### config.mk
export PLATFORM = sky130hd
export DESIGN_NAME = bcd_updown_counter
export DESIGN_NICKNAME = d
export VERILOG_FILES = /design/src/rtl/bcd_updown_counter.sv
export SDC_FILE = /design/constraint.sdc
export NUM_CORES = 1
export LEC_CHECK = 0
export CAP_MARGIN = 20
export CORE_AREA = 3 3 62 64
export DETAILED_ROUTE_END_ITERATION = 8
export DIE_AREA = 0 0 65 67
export GPL_TIMING_DRIVEN = 0
export PLACE_DENSITY = 0.78
export RECOVER_POWER = 100
export REMOVE_ABC_BUFFERS = 1
export SETUP_SLACK_MARGIN = 0.2
export SYNTH_ARGS = -nofsm -noshare
export SYNTH_HDL_FRONTEND = slang
export SYNTH_SLANG_ARGS = --single-unit
### constraint.sdc
create_clock -name clk -period 2.1 [get_ports clk]
set_clock_uncertainty 0.05 [all_clocks]
set_input_delay 0.21 -clock clk [delete_from_list [all_inputs] [get_ports clk]]
set_output_delay 0.21 -clock clk [all_outputs]
set_load 0.01 [all_outputs]
### src/rtl/bcd_updown_counter.sv
// Multi-digit BCD up/down counter with enable, synchronous load (invalid digits
// forced to 0 and flagged), and a registered one-cycle wrap pulse for cascading.
module bcd_updown_counter #(
    parameter int DIGITS = 4
) (
    input  logic                  clk,
    input  logic                  rst,
    input  logic                  en,
    input  logic                  up_dn,
    input  logic                  load,
    input  logic [4*DIGITS-1:0]   load_val,
    output logic [4*DIGITS-1:0]   bcd,
    output logic                  wrap,
    output logic                  load_err
);

    logic [4*DIGITS-1:0] bcd_q, bcd_d;
    logic                wrap_q, wrap_d;
    logic                load_err_q, load_err_d;

    // all9[k] / all0[k]: every digit below k is 9 / 0 (the ripple enable chain)
    logic [DIGITS:0]     all9, all0;

    always_comb begin
        all9[0] = 1'b1;
        all0[0] = 1'b1;
        for (int k = 0; k < DIGITS; k++) begin
            all9[k+1] = all9[k] & (bcd_q[4*k +: 4] == 4'd9);
            all0[k+1] = all0[k] & (bcd_q[4*k +: 4] == 4'd0);
        end
    end

    always_comb begin
        bcd_d      = bcd_q;
        wrap_d     = 1'b0;
        load_err_d = 1'b0;
        if (load) begin
            for (int k = 0; k < DIGITS; k++) begin
                if (load_val[4*k +: 4] > 4'd9) begin
                    bcd_d[4*k +: 4] = 4'd0;
                    load_err_d      = 1'b1;
                end else begin
                    bcd_d[4*k +: 4] = load_val[4*k +: 4];
                end
            end
        end else if (en) begin
            if (up_dn) begin
                wrap_d = all9[DIGITS];
                for (int k = 0; k < DIGITS; k++) begin
                    if (all9[k]) begin
                        bcd_d[4*k +: 4] = (bcd_q[4*k +: 4] == 4'd9) ? 4'd0
                                          : bcd_q[4*k +: 4] + 4'd1;
                    end
                end
            end else begin
                wrap_d = all0[DIGITS];
                for (int k = 0; k < DIGITS; k++) begin
                    if (all0[k]) begin
                        bcd_d[4*k +: 4] = (bcd_q[4*k +: 4] == 4'd0) ? 4'd9
                                          : bcd_q[4*k +: 4] - 4'd1;
                    end
                end
            end
        end
    end

    always_ff @(posedge clk) begin
        if (rst) begin
            bcd_q      <= '0;
            wrap_q     <= 1'b0;
            load_err_q <= 1'b0;
        end else begin
            bcd_q      <= bcd_d;
            wrap_q     <= wrap_d;
            load_err_q <= load_err_d;
        end
    end

    assign bcd      = bcd_q;
    assign wrap     = wrap_q;
    assign load_err = load_err_q;

endmodule

==> results of run 1 <==
[per-layer routing]
metal,wire [um],track usage,share of wire
met1,1965,0.2611,0.48
met2,1919,0.3091,0.47
met3,206,0.04384,0.050
met4,10,0.03958,0.0024
met5,0,0,0
[placed cells by master (no fill, tap or decap), drive strengths merged, types with 3 or more instances in the layout]
cell,synthesis,routed
nand3,4,4
nor2b,5,5
o21ai,19,19
nor3,14,14
xnor2,6,6
inv,5,5
nand2,13,13
clkdlybuf4s50,0,26
nand3b,7,7
dfxtp,18,18
a311oi,3,3
clkbuf,12,4
a211oi,6,6
buf,12,9
nor2,17,17
a31oi,8,8
xor2,5,5
dlygate4sd3,0,10
and4bb,3,3
and3,4,4
nand2b,9,9
a21oi,16,16
[Yosys cell counts, types with 3 or more instances]
library cell | number | area, um2
buf_1 | 4 | 15.01
a311oi_1 | 3 | 26.28
inv_1 | 5 | 18.77
nand2_1 | 13 | 48.80
nand3b_1 | 7 | 52.55
nor2_1 | 17 | 63.81
buf_2 | 4 | 20.02
o21ai_0 | 19 | 95.09
and4bb_1 | 3 | 37.54
a211oi_1 | 5 | 37.54
a31oi_1 | 8 | 50.05
nor2b_1 | 5 | 31.28
buf_6 | 4 | 45.04
dfxtp_1 | 18 | 360.4
nand2b_1 | 9 | 56.30
and3_1 | 4 | 25.02
a21oi_1 | 16 | 80.08
xnor2_1 | 6 | 52.55
clkbuf_1 | 11 | 41.29
xor2_1 | 5 | 43.79
nor3_1 | 12 | 60.06
nand3_1 | 4 | 20.02
[critical path: cells and delay by family (launching register included)]
kind            cells  cell delay, ns
simple gates        3            0.56
compound gates      2            0.57
buf+inv             1            0.17
flops               1            0.41
[registers in the layout (all words and copies together) (netlist names)]
name	count
load_err	1
bcd	16
wrap	1
[cell type report]
type	instances	area, um2	area share
clock buffer	3	22.52	0.01049
inverter	5	18.77	0.008741
multi-input combinational	177	1184	0.5513
sequential	18	380.4	0.1772
tap	46	57.56	0.02681
timing repair buffer	48	484.2	0.2255
[cell families after synthesis]
| family | after synthesis | synth area share |
|---|---|---|
| DFF | 18 | 0.2174 |
| AOI/OAI and AO/OA | 80 | 0.3321 |
| xor gates and xnor gates | 11 | 0.05811 |
| buffers and inverters | 29 | 0.08754 |
| and+or+nand+nor | 86 | 0.3049 |
[final timing paths]
check	depth (start not counted)	endpoint	from
worst min-delay path	3	bcd[4]	load_val[4]
worst max-delay path	6	bcd[13]	bcd[6]
worst min register to register	2	bcd[15]	bcd[15]
worst max register to register	6	bcd[13]	bcd[6]
[what timing repair did]
action                     4_1_cts  5_1_grt
setup buffers                    2        7
setup endpoints to repair       16        8
resized for setup                8       19
pin swaps                        1        2
[power groups by stage]
| stage | clock network, mW | logic (mW) | registers (mW) |
|---|---|---|---|
| 2_1_floorplan | 0 | 0.201 | 0.445 |
| 3_5_place_dp | 0 | 0.371 | 0.448 |
| 5_1_grt | 0.206 | 0.440 | 0.450 |
| 4_1_cts | 0.187 | 0.379 | 0.442 |
| 3_3_place_gp | 0 | 0.361 | 0.447 |
| 6_report | 0.183 | 0.398 | 0.439 |
==> flow_summary.toml, run 1 <==
[flow_run]
drv_cap = 0

[critical_path]
cp_max_fo = 10
worstSetupEndpointType = "flip-flop"
criticalPathCategory = "flip-flop to flip-flop"
cp_cell_sequence = "and4bb_1 > nand4_4 > a211oi_4 > buf_4 > nor2_1 > a311oi_1"
cpMaxStageDelayCell = "dfxtp_1"
start_kind = "flip-flop"
max_stage_delay_ns = 0.41
arrival_ns = 2.00
required_ns = 2.27
ff2ff_setup_slack_ns = 0.26

[sta]
relSlewSlack = 0.5006
setup_viol = 0
finalCritPeriodShare = 0.8752
min_period_ns = 1.838
hold_ws_ns = 0.4036
setup_ws_ns = 0.2620
rsz0062_at_grt = "false"
worst_pin_slew_ns = 0.7466
fmax_mhz = 544.1
slew_violations = 0
hold_viol = 0
setup_tns_ns = 0

[global_route]
grt_usage = 0.1923
overflow = 0
antenna_found_initial = 0
grt_pass1_wl_um = 6741
grt_pass1_vias = 1472
grt_max_degree = 34

[synthesis]
synthArstFlopShare = 0
ys_seq_area_frac = 0.2174
synth_edf_count = 0
ys_ff_latch = 18
ys_types = 53
netlist_area_um2 = 1658
synthFlopType = "dfxtp_1"
avgSynthCellArea_um2 = 7.401
synthCells = 224
yosysWarnings = 0

[cts]
clockBufferDepth = 2
htreeDepth = 1
numCtsBuffers = 3
tritoncts = "done"
numClockSinks = 18
clk_root_buffer_cell = "clkbuf_4"
clk_latency_ns = 0.30
cts_hold_buf = 0
path_clk_slew_ns = 0.11

[finish]
design_area_um2 = 2147
instances_no_fill = 297
final_core_util = 0.6434
drive_gt1_frac = 0.1116
final_nets = 274
fill_cells = 309
antennaDiodeCount = 0
synthToLayoutAreaGrowth_pct = 29.51

[floorplan]
die_y_um = 67
ios = 39
start_util = 0.4968
die_area_um2 = 4355
num_rows = 21
die_w_um = 65
core_area_um2 = 3337

[place]
place_congestion = 0.7937
pre_cts_slack_ns = -0.7082
hpwl_um = 2718
port-buffer-count = 38
placedCellCount = 285
placed_cell_area_um2 = 1997

[power]
power.density_nw_per_um2 = 474.9
share_seq_of_total_power = 0.430
p_sw_frac = 0.3624
switchingPower_mw = 0.3695
p_int_mw = 0.6501
p_total_mw = 1.020
comb_power_share = 0.390
ir_drop_v = 0.0004051
pwr-share-clk = 0.179
p_leak_nw = 0.8041

[route]
drtAntennaViolNets = 0
routedWlPerCell_um = 13.81
drc = 0
num_vias = 1731
firstDrtPassIters = 4
viasPerCell = 5.828
wirelength_um = 4101
drt_iter0_drc = 98

[status]
status = "finished clean"

[hold_path]
hp-class = "primary input to flip-flop"
Note: power is estimated with default switching activity, not from simulation.
==> run 2: changes to the inputs <==
--- a/config.mk
+++ b/config.mk
@@ -9,9 +9,9 @@
 export CORE_AREA = 3 3 62 64
 export DETAILED_ROUTE_END_ITERATION = 8
 export DIE_AREA = 0 0 65 67
+export GPL_ROUTABILITY_DRIVEN = 0
 export GPL_TIMING_DRIVEN = 0
 export PLACE_DENSITY = 0.78
-export RECOVER_POWER = 100
 export REMOVE_ABC_BUFFERS = 1
 export SETUP_SLACK_MARGIN = 0.2
 export SYNTH_ARGS = -nofsm -noshare
==> flow_summary.toml, run 2 (synthesized netlist as in run 1, its figures left out) <==
[hold_path]
min_path_cells = 3
hp-class = "primary input to flip-flop"

[finish]
drive_gt1_frac = 0.1394
layout_commonest_cell = "clkdlybuf4s50_1"
synthToLayoutAreaGrowth_pct = 30.34
largest_reg_flops = 16
layout_common_cells = "36 x clkdlybuf4s50_1, 19 x o21ai_0, 17 x nor2_1"
fill_cells = 305
antennaDiodeCount = 0
final_nets = 274

[route]
drc = 0
num_vias = 1726
viasPerCell = 5.811
drtAntennaViolNets = 0
drt_iter0_drc = 110
firstDrtPassIters = 5
routedWlPerCell_um = 13.82
wirelength_um = 4104

[floorplan]
die_y_um = 67
num_rows = 21
ios = 39
start_util = 0.4968
die_area_um2 = 4355
die_w_um = 65
core_area_um2 = 3337

[cts]
clockBufferDepth = 2
tritoncts = "done"
numClockSinks = 18
numCtsBuffers = 3
path_clk_slew_ns = 0.11
clk_root_buffer_cell = "clkbuf_4"
cts_hold_buf = 0
clk_latency_ns = 0.30
htreeDepth = 1

[global_route]
overflow = 0
grt_max_degree = 34
grt_pass1_vias = 1472
antenna_found_initial = 0
grt_usage = 0.1923
grt_pass1_wl_um = 6741

[sta]
relSlewSlack = 0.4913
fmax_mhz = 556.7
finalCritPeriodShare = 0.8554
slew_violations = 0
worst_pin_slew_ns = 0.7606
setup_viol = 0
rsz0062_at_grt = "false"
hold_viol = 0
hold_ws_ns = 0.4029
min_period_ns = 1.796

[power]
p_total_mw = 1.028
p_leak_nw = 0.7897
ir_drop_v = 0.0004115
power.density_nw_per_um2 = 475.9

[critical_path]
worstSetupEndpointType = "flip-flop"
cp_max_fo = 13
arrival_ns = 1.95
start_kind = "flip-flop"
required_ns = 2.26
cp_cell_sequence = "nor3_2 > a311oi_1 > a211oi_4 > buf_4 > nor2_1 > a311oi_1"
path_common_cell = "a311oi_1"
criticalPathCategory = "flip-flop to flip-flop"
cpMaxStageDelayCell = "dfxtp_4"
ff2ff_path_depth = 6
max_stage_delay_ns = 0.41

[place]
port-buffer-count = 38
hpwl_um = 2718

[status]
status = "finished clean"

[flow_run]
drv_cap = 0
-- run 2: stage by stage --
| stage | worst slack (ns) | setup TNS, ns | std cells | area (um2) | utilization |
|---|---|---|---|---|---|
| final | 0.3038 | 0 | 297 | 2161 | 0.6475 |
| after floorplan | 0.3118 | 0 | 200 | 1531 | - |
| after global routing | 0.1934 | 0 | 297 | 2161 | 0.6475 |
| after detailed placement | -0.7082 | -7.415 | 285 | 1997 | 0.5984 |
| after global placement | -0.7732 | -8.370 | 284 | 1969 | 0.5902 |
| after CTS | 0.2302 | 0 | 290 | 2039 | 0.6112 |
-- run 2: report_power, final --
group | switching, mW | leakage [nW] | internal [mW]
clock network | 0.115 | 0.0138 | 0.0669
logic | 0.184 | 0.621 | 0.222
registers | 0.0708 | 0.155 | 0.370
total | 0.370 | 0.790 | 0.659
-- run 2: layout make-up --
cell class / count / area (um2) / share of cell area
flip-flops and latches: 18 / 390.4 / 0.1807
repair buffers: 48 / 488.0 / 0.2258
clock buffers: 3 / 22.52 / 0.01042
well taps: 46 / 57.56 / 0.02664
multi-input cells: 177 / 1184 / 0.5478
inverters: 5 / 18.77 / 0.008686
-- run 2: path summary, 6_finish.rpt --
check / start / slack, ns / to
hold / removal: load_val[4] / 0.40 / bcd[4]
setup reg to reg: bcd[4] / 0.30 / bcd[13]
setup / recovery: bcd[4] / 0.30 / bcd[13]
hold reg to reg: bcd[15] / 0.56 / bcd[15]
-- run 2: layer usage --
| layer | up-vias | part of all wire | wire [um] | track usage |
|---|---|---|---|---|
| met5 | - | 0 | 0 | 0 |
| met4 | 0 | 0.0024 | 10 | 0.03958 |
| met3 | 2 | 0.057 | 234 | 0.04384 |
| met2 | 48 | 0.46 | 1880 | 0.3091 |
| met1 | 788 | 0.48 | 1980 | 0.2611 |
| li1 | 888 | - | - | - |
-- run 2: worst max-delay path, delay by kind of cell (launching register included) --
family / cells / cell delay, ns
AO/OA/AOI/OAI: 3 / 0.68
flip-flops: 1 / 0.41
AND/OR/NAND/NOR: 2 / 0.40
buffers and inverters: 1 / 0.17
-- run 2: what timing repair did --
item                                    4_1_cts  5_1_grt
setup buffers                                 2        7
gates resized for setup                       8       19
endpoints found under the setup margin       16        8
pin swaps                                     1        2
hold endpoints to repair                      0        0
==> run 3: changes to the inputs <==
--- a/config.mk
+++ b/config.mk
@@ -17,3 +17,4 @@
 export SYNTH_ARGS = -nofsm -noshare
 export SYNTH_HDL_FRONTEND = slang
 export SYNTH_SLANG_ARGS = --single-unit
+export TNS_END_PERCENT = 20
==> results of run 3 <==
Same layout as run 2: the final DEF is identical, and so are final timing and power.
